**config.mk**
```make
export PLATFORM = sky130hd
export DESIGN_NAME = iomem_led_pwm
export DESIGN_NICKNAME = d
export VERILOG_FILES = /design/src/rtl/iomem_led_pwm.sv
export SDC_FILE = /design/constraint.sdc
export NUM_CORES = 1
export LEC_CHECK = 0
export CAP_MARGIN = 0
export CORE_MARGIN = 1.5
export CORE_UTILIZATION = 32
export CTS_CLUSTER_DIAMETER = 100
export DETAILED_ROUTE_END_ITERATION = 8
export GPL_TIMING_DRIVEN = 0
export PLACE_DENSITY_LB_ADDON = 0.1
export SETUP_SLACK_MARGIN = 0.1
export SYNTH_ARGS = -nofsm -noshare
export SYNTH_HDL_FRONTEND = slang
export SYNTH_SLANG_ARGS = --single-unit
```
**constraint.sdc**
```tcl
create_clock -name clk -period 3.7 [get_ports clk]
set_clock_uncertainty 0.15 [all_clocks]
set_input_delay 0.37 -clock clk [delete_from_list [all_inputs] [get_ports clk]]
set_output_delay 0.37 -clock clk [all_outputs]
set_load 0.01 [all_outputs]
```
**src/rtl/iomem_led_pwm.sv**
```systemverilog
// iomem_led_pwm -- memory-mapped PWM LED controller on the PicoSoC iomem bus.
//
// Decodes one 16 MB page (iomem_addr[31:24] == BASE_PAGE). Each request gets
// a single-cycle iomem_ready pulse one cycle later. Up to 8 channels get an
// 8-bit duty cycle. The duty is shadowed so that it only changes at a period
// wrap, which keeps the LED outputs glitch-free.
//
// Optional feature macro: IOMEM_LED_PWM_BREATHE_EN
//   When defined, CTRL.BREATHE and BREATHE_MASK add a triangle-wave duty
//   ramp that channels can select. When undefined, bit2 and offset 3 read
//   as 0 and no breathe logic exists.
//
// Ports:
//   clk          system clock
//   reset        synchronous active-high reset
//   iomem_valid  bus request valid
//   iomem_ready  one-cycle acknowledge pulse
//   iomem_wstrb  byte write strobes, 0 = read
//   iomem_addr   byte address
//   iomem_wdata  write data
//   iomem_rdata  read data, valid while iomem_ready = 1
//   pwm_out      registered LED drive, one bit per channel

module iomem_led_pwm #(
  parameter int          NUM_CH       = 8,
  parameter logic [7:0]  BASE_PAGE    = 8'h06,
  parameter logic [15:0] PRESCALE_RST = 16'd0
) (
  input  logic              clk,
  input  logic              reset,
  input  logic              iomem_valid,
  output logic              iomem_ready,
  input  logic [3:0]        iomem_wstrb,
  input  logic [31:0]       iomem_addr,
  input  logic [31:0]       iomem_wdata,
  output logic [31:0]       iomem_rdata,
  output logic [NUM_CH-1:0] pwm_out
);

  logic              r_ready;
  logic [31:0]       r_rdata;
  logic [NUM_CH-1:0] r_pwm;
  logic              r_en;
  logic              r_inv;
  logic [15:0]       r_prescale;
  logic [15:0]       r_pre_cnt;
  logic [7:0]        r_cnt;
  logic [7:0]        r_period;
  logic [7:0]        r_pend [NUM_CH];
  logic [7:0]        r_act  [NUM_CH];

`ifdef IOMEM_LED_PWM_BREATHE_EN
  logic              r_breathe;
  logic [NUM_CH-1:0] r_mask;
  logic [7:0]        r_br_level;
  logic              r_br_down;
  logic [7:0]        w_br_next;
  logic              w_br_down_next;
`endif

  logic        w_sel;
  logic        w_wr;
  logic [3:0]  w_off;
  logic        w_tick;
  logic        w_wrap;
  logic [31:0] w_rd_val;
  logic        w_unused_bits;

  assign iomem_ready = r_ready;
  assign iomem_rdata = r_rdata;
  assign pwm_out     = r_pwm;

  // Bits that no register consumes in some configurations.
  assign w_unused_bits = ^{iomem_wdata, iomem_addr[23:6], iomem_addr[1:0]};

  always_comb begin
    // !r_ready makes a held request acknowledge once, then re-arm a cycle later.
    w_sel  = iomem_valid && !r_ready && (iomem_addr[31:24] == BASE_PAGE);
    w_wr   = w_sel && (iomem_wstrb != 4'b0000);
    w_off  = iomem_addr[5:2];
    // Equality compare: if PRESCALE is lowered below the running count, the
    // counter runs on to 16'hFFFF and wraps naturally.
    w_tick = r_en && (r_pre_cnt == r_prescale);
    w_wrap = w_tick && (r_cnt == 8'hFF);

    w_rd_val = '0;
    case (w_off)
`ifdef IOMEM_LED_PWM_BREATHE_EN
      4'd0: w_rd_val = {29'b0, r_breathe, r_inv, r_en};
      4'd3: w_rd_val[NUM_CH-1:0] = r_mask;
`else
      4'd0: w_rd_val = {30'b0, r_inv, r_en};
`endif
      4'd1: w_rd_val = {16'b0, r_prescale};
      4'd2: w_rd_val = {16'b0, r_period, r_cnt};
      default: begin
        if (w_off[3]) begin
          for (int i = 0; i < NUM_CH; i++) begin
            if (w_off[2:0] == 3'(i)) w_rd_val = {24'b0, r_pend[i]};
          end
        end
      end
    endcase
  end

`ifdef IOMEM_LED_PWM_BREATHE_EN
  // Triangle ramp 0..255..0: the turn-around steps straight to 254 / 1 so the
  // end points are each held for only one period.
  always_comb begin
    w_br_next      = r_br_level;
    w_br_down_next = r_br_down;
    if (!r_br_down) begin
      if (r_br_level == 8'hFF) begin
        w_br_next      = 8'hFE;
        w_br_down_next = 1'b1;
      end else begin
        w_br_next = r_br_level + 8'd1;
      end
    end else begin
      if (r_br_level == 8'h00) begin
        w_br_next      = 8'h01;
        w_br_down_next = 1'b0;
      end else begin
        w_br_next = r_br_level - 8'd1;
      end
    end
  end
`endif

  always_ff @(posedge clk) begin
    if (reset) begin
      r_ready    <= 1'b0;
      r_rdata    <= '0;
      r_pwm      <= '0;
      r_en       <= 1'b0;
      r_inv      <= 1'b0;
      r_prescale <= PRESCALE_RST;
      r_pre_cnt  <= '0;
      r_cnt      <= '0;
      r_period   <= '0;
      for (int i = 0; i < NUM_CH; i++) begin
        r_pend[i] <= '0;
        r_act[i]  <= '0;
      end
`ifdef IOMEM_LED_PWM_BREATHE_EN
      r_breathe  <= 1'b0;
      r_mask     <= '0;
      r_br_level <= '0;
      r_br_down  <= 1'b0;
`endif
    end else begin
      r_ready <= w_sel;
      r_rdata <= w_sel ? w_rd_val : 32'h0;

      if (w_wr) begin
        case (w_off)
          4'd0: begin
            if (iomem_wstrb[0]) begin
              r_en  <= iomem_wdata[0];
              r_inv <= iomem_wdata[1];
`ifdef IOMEM_LED_PWM_BREATHE_EN
              r_breathe <= iomem_wdata[2];
`endif
            end
          end
          4'd1: begin
            if (iomem_wstrb[0]) r_prescale[7:0]  <= iomem_wdata[7:0];
            if (iomem_wstrb[1]) r_prescale[15:8] <= iomem_wdata[15:8];
          end
`ifdef IOMEM_LED_PWM_BREATHE_EN
          4'd3: begin
            if (iomem_wstrb[0]) r_mask <= iomem_wdata[NUM_CH-1:0];
          end
`endif
          default: begin
            if (w_off[3] && iomem_wstrb[0]) begin
              for (int i = 0; i < NUM_CH; i++) begin
                if (w_off[2:0] == 3'(i)) r_pend[i] <= iomem_wdata[7:0];
              end
            end
          end
        endcase
      end

      if (!r_en) begin
        r_pre_cnt <= '0;
        r_cnt     <= '0;
      end else if (w_tick) begin
        r_pre_cnt <= '0;
        r_cnt     <= r_cnt + 8'd1;
        if (w_wrap) r_period <= r_period + 8'd1;
      end else begin
        r_pre_cnt <= r_pre_cnt + 16'd1;
      end

      // r_pend on the right-hand side is the pre-write value, so a DUTY write
      // landing on the wrap edge only takes effect one period later.
      for (int i = 0; i < NUM_CH; i++) begin
`ifdef IOMEM_LED_PWM_BREATHE_EN
        if (r_breathe && r_mask[i]) begin
          if (!r_en)       r_act[i] <= r_br_level;
          else if (w_wrap) r_act[i] <= w_br_next;
        end else
`endif
        if (!r_en || w_wrap) r_act[i] <= r_pend[i];
      end

      for (int i = 0; i < NUM_CH; i++) begin
        r_pwm[i] <= r_en ? ((r_cnt < r_act[i]) ^ r_inv) : r_inv;
      end

`ifdef IOMEM_LED_PWM_BREATHE_EN
      if (!r_breathe) begin
        r_br_level <= '0;
        r_br_down  <= 1'b0;
      end else if (w_wrap) begin
        r_br_level <= w_br_next;
        r_br_down  <= w_br_down_next;
      end
`endif
    end
  end

endmodule

```
==> results by group <==
Worst setup path
  – WP buf/inv: 1
  – Slowest cell delay on critical path: 0.95 ns
  – CP startpoint: r_cnt[4]
  – Worst setup SP type: flip-flop
  – Worst endpoint data arrival time: a little over 3 ns
  – Critical-path cell list: and3_1 > and2_1 > and3_1 > nand3_4 > nand2_4 > buf_12
  – Worst Setup Path Type: flip-flop to flip-flop
  – Worst reg2reg startpoint: r_cnt[4]
  – Worst Path Max Fanout: 40
  – Worst path most repeated cell: and3_1
  – WP data required: 3.76 ns
  – Crit-path slowest cell: dfxtp_1
  – Critical Path Sink Type: flip-flop
  – Delay-heaviest family, CP: simple AND/OR/NAND/NOR gates

Timing
  – Final hold vios: 0
  – Period utilisation layout: 81.4%
  – Setup_tns: 0 ns
  – RSZ-0062 raised after global routing: no
  – Fmax: 332 MHz
  – Worst Max-Slew Pin Slew: just under 1 ns
  – # setup viols final: 0
  – Slew Limit Fails: 0
  – Worst slew margin: 35.7%
  – Tmin final: 3.01 ns
  – Final Hold Slack: between 0.2 and 0.3 ns

Global route
  – Met2 Use GR: between 20% and 30%
  – GR Layer Usage met1: around a quarter
  – GR Overflow Total: 0
  – Vias in the first global route: 6,557
  – Global-route wire length before repair: 41.2 mm
  – Most Crowded Layer GR: met2
  – Antenna violations before repair: 1
  – Global routing usage on met3: 2.49%
  – Total GRT Usage: between 10% and 20%
  – Largest net degree at the start of global routing: 41

Cells and area
  – Share of cells above drive strength 1: 8.87%
  – Filler cell count: 3,079
  – P&R area growth vs syn: 18.7%
  – Antenna diodes: 0
  – Layout net count: approximately 1,100
  – Fin area: 11,900 um^2

Clock tree
  – Clock root cell: clkbuf_16
  – Post-CTS Resized: 0
  – Reg clk slew, reported paths: 0.06 ns
  – Post-CTS Hold Fix Bufs: 0
  – Sink Count: ~200
  – Clock latency at the later pin of the worst-skew pair: around 0.54 ns
  – CTS Buf Count: 25
  – Post-CTS setup buffers: 0
  – Htree depth: 1
  – CTS tree: built
  – Clk buf depth: 3

Die
  – Initial core utilization: 32.6%
  – Site row count: 64
  – DIE AREA: 32,300 um^2
  – Io pins: 112
  – Total core area: slightly above 30,000 um^2
  – Chip Width: 180 um
  – Die Y: between 150 and 200 um

Job
  – MaxCap Viol Count: 0

Routing
  – Routed via count: 6,723
  – Antenna viol nets, final: 0
  – DR iter-0 viols: between 400 and 500
  – Routed WL: about 27 mm
  – Wire length per cell: a little under 20 um
  – Drt pass-1 iters: 5
  – Vias per cell: 4.73
  – Drc violations: 0

Yosys
  – Top post-synthesis cells by count: edfxtp_1 (128), nor2_1 (121), dfxtp_1 (75)
  – FF+latch count, synth: 203
  – Count leader, synth: edfxtp_1
  – Yosys top cell area share: 38.5%
  – Post-synthesis cell count: 911
  – Mapped cell area: 9990 um^2
  – Distinct cells, synth: 51
  – Mean Syn Cell Area: 11.0 um^2
  – Area contributors post-synth: edfxtp_1 (38%), dfxtp_1 (15%), ha_1 (7.4%)
  – Synth area leader: edfxtp_1
  – Warnings from Yosys: 0
  – Ys async rst share: 0%
  – Post-synth EDFFs: 128
  – Post-synthesis sequential area ratio: around 54%
  – Prevailing post-synth register cell: edfxtp_1

Pwr
  – PwrDens: 431 nW/um^2
  – Leakage: 4.61 nW
  – VDD IR max: 0.000246 V
  – Overall power: 5.11 mW

Worst hold path
  – HP Start: iomem_addr[5]
  – Worst min-delay path class: input pin to flip-flop

Placed design
  – Placed cell area: 11,100 um^2
  – Hpwl dp: 19.2 mm
  – Gp weighted congestion: approximately 0.80
  – Port-buffer cells: 54

Outcome
  – Status: finished, final reports clean
where the power goes:
group | switching, mW | total, mW | internal (mW)
Combinational | 0.175 | 0.309 | 0.134
Sequential | 0.0406 | 2.53 | 2.49
Clock | 0.978 | 2.28 | 1.30
layer usage:
layer | up-vias | part of all wire (%)
met1 | 3217 | 50
met5 | - | 0
li1 | 3323 | -
met3 | 35 | 4.4
met2 | 148 | 44
met4 | 0 | 1.9
stage by stage:
step | util (%) | worst slack [ns] | std cells
floorplan | - | 0.475 | 926
global placement | 36.1 | -1.04 | 1376
detailed placement | 36.2 | 0.398 | 1377
CTS | 38.7 | 0.578 | 1422
global route | 38.7 | 0.454 | 1422
finish | 38.7 | 0.690 | 1422
cells in the final DEF, fill, tap and decap left out, types with 33 or more instances in the layout:
| master | synthesis | final |
|---|---|---|
| edfxtp_1 | 128 | 128 |
| clkdlybuf4s50_1 | 0 | 54 |
| nor2b_1 | 38 | 38 |
| mux2i_1 | 35 | 35 |
| nand2_1 | 34 | 33 |
| inv_1 | 70 | 70 |
| ha_1 | 59 | 59 |
| nor2_1 | 121 | 121 |
| dfxtp_1 | 75 | 75 |
| and2_1 | 52 | 52 |
| nand2b_1 | 37 | 37 |
cell type report:
class | instances | area, um^2 | share of cell area (%)
Tap cell | 396 | 495 | 4.18
Inverter | 70 | 263 | 2.21
Clock buffer | 31 | 679 | 5.73
Timing Repair Buffer | 55 | 561 | 4.72
Multi-Input combinational cell | 598 | 4140 | 34.9
Clock inverter | 14 | 73.8 | 0.622
Sequential cell | 203 | 5350 | 45.1
Buffer | 55 | 303 | 2.55
cell families after synthesis:
| family | after synthesis | share of synthesized area (%) |
|---|---|---|
| flip-flops | 203 | 53.5 |
| AND/OR/NAND/NOR | 340 | 17.7 |
| other | 1 | 0.0375 |
| XOR/XNOR | 39 | 3.42 |
| adder cells (fa/ha/maj) | 59 | 7.39 |
| buffers and inverters | 125 | 5.66 |
| AO/OA/AOI/OAI | 94 | 6.46 |
| multiplexers | 50 | 5.87 |
flip-flops by register name, indices dropped and copies added, names as in the netlist:
name         cells
r_period         8
iomem_rdata     16
r_pend          64
pwm_out          8
r_act           64
iomem_ready      1
r_pre_cnt       16
r_prescale      16
r_inv            1
r_en             1
r_cnt            8
path summary, 6_finish.rpt:
kind         slack (ns)  cells past startpoint        endpoint
max                0.69                      6    r_act[1][15]
min                0.27                      3  iomem_rdata[3]
max reg2reg        0.69                      6    r_act[1][15]
min reg2reg        0.36                      1    r_pre_cnt[0]
tightest hold or removal path, cell delays in order:
cell	delay (ns)
clkbuf_1	0.31
a222oi_1	0.15
nor2_1	0.09
Note: power is estimated with default switching activity, not from simulation.
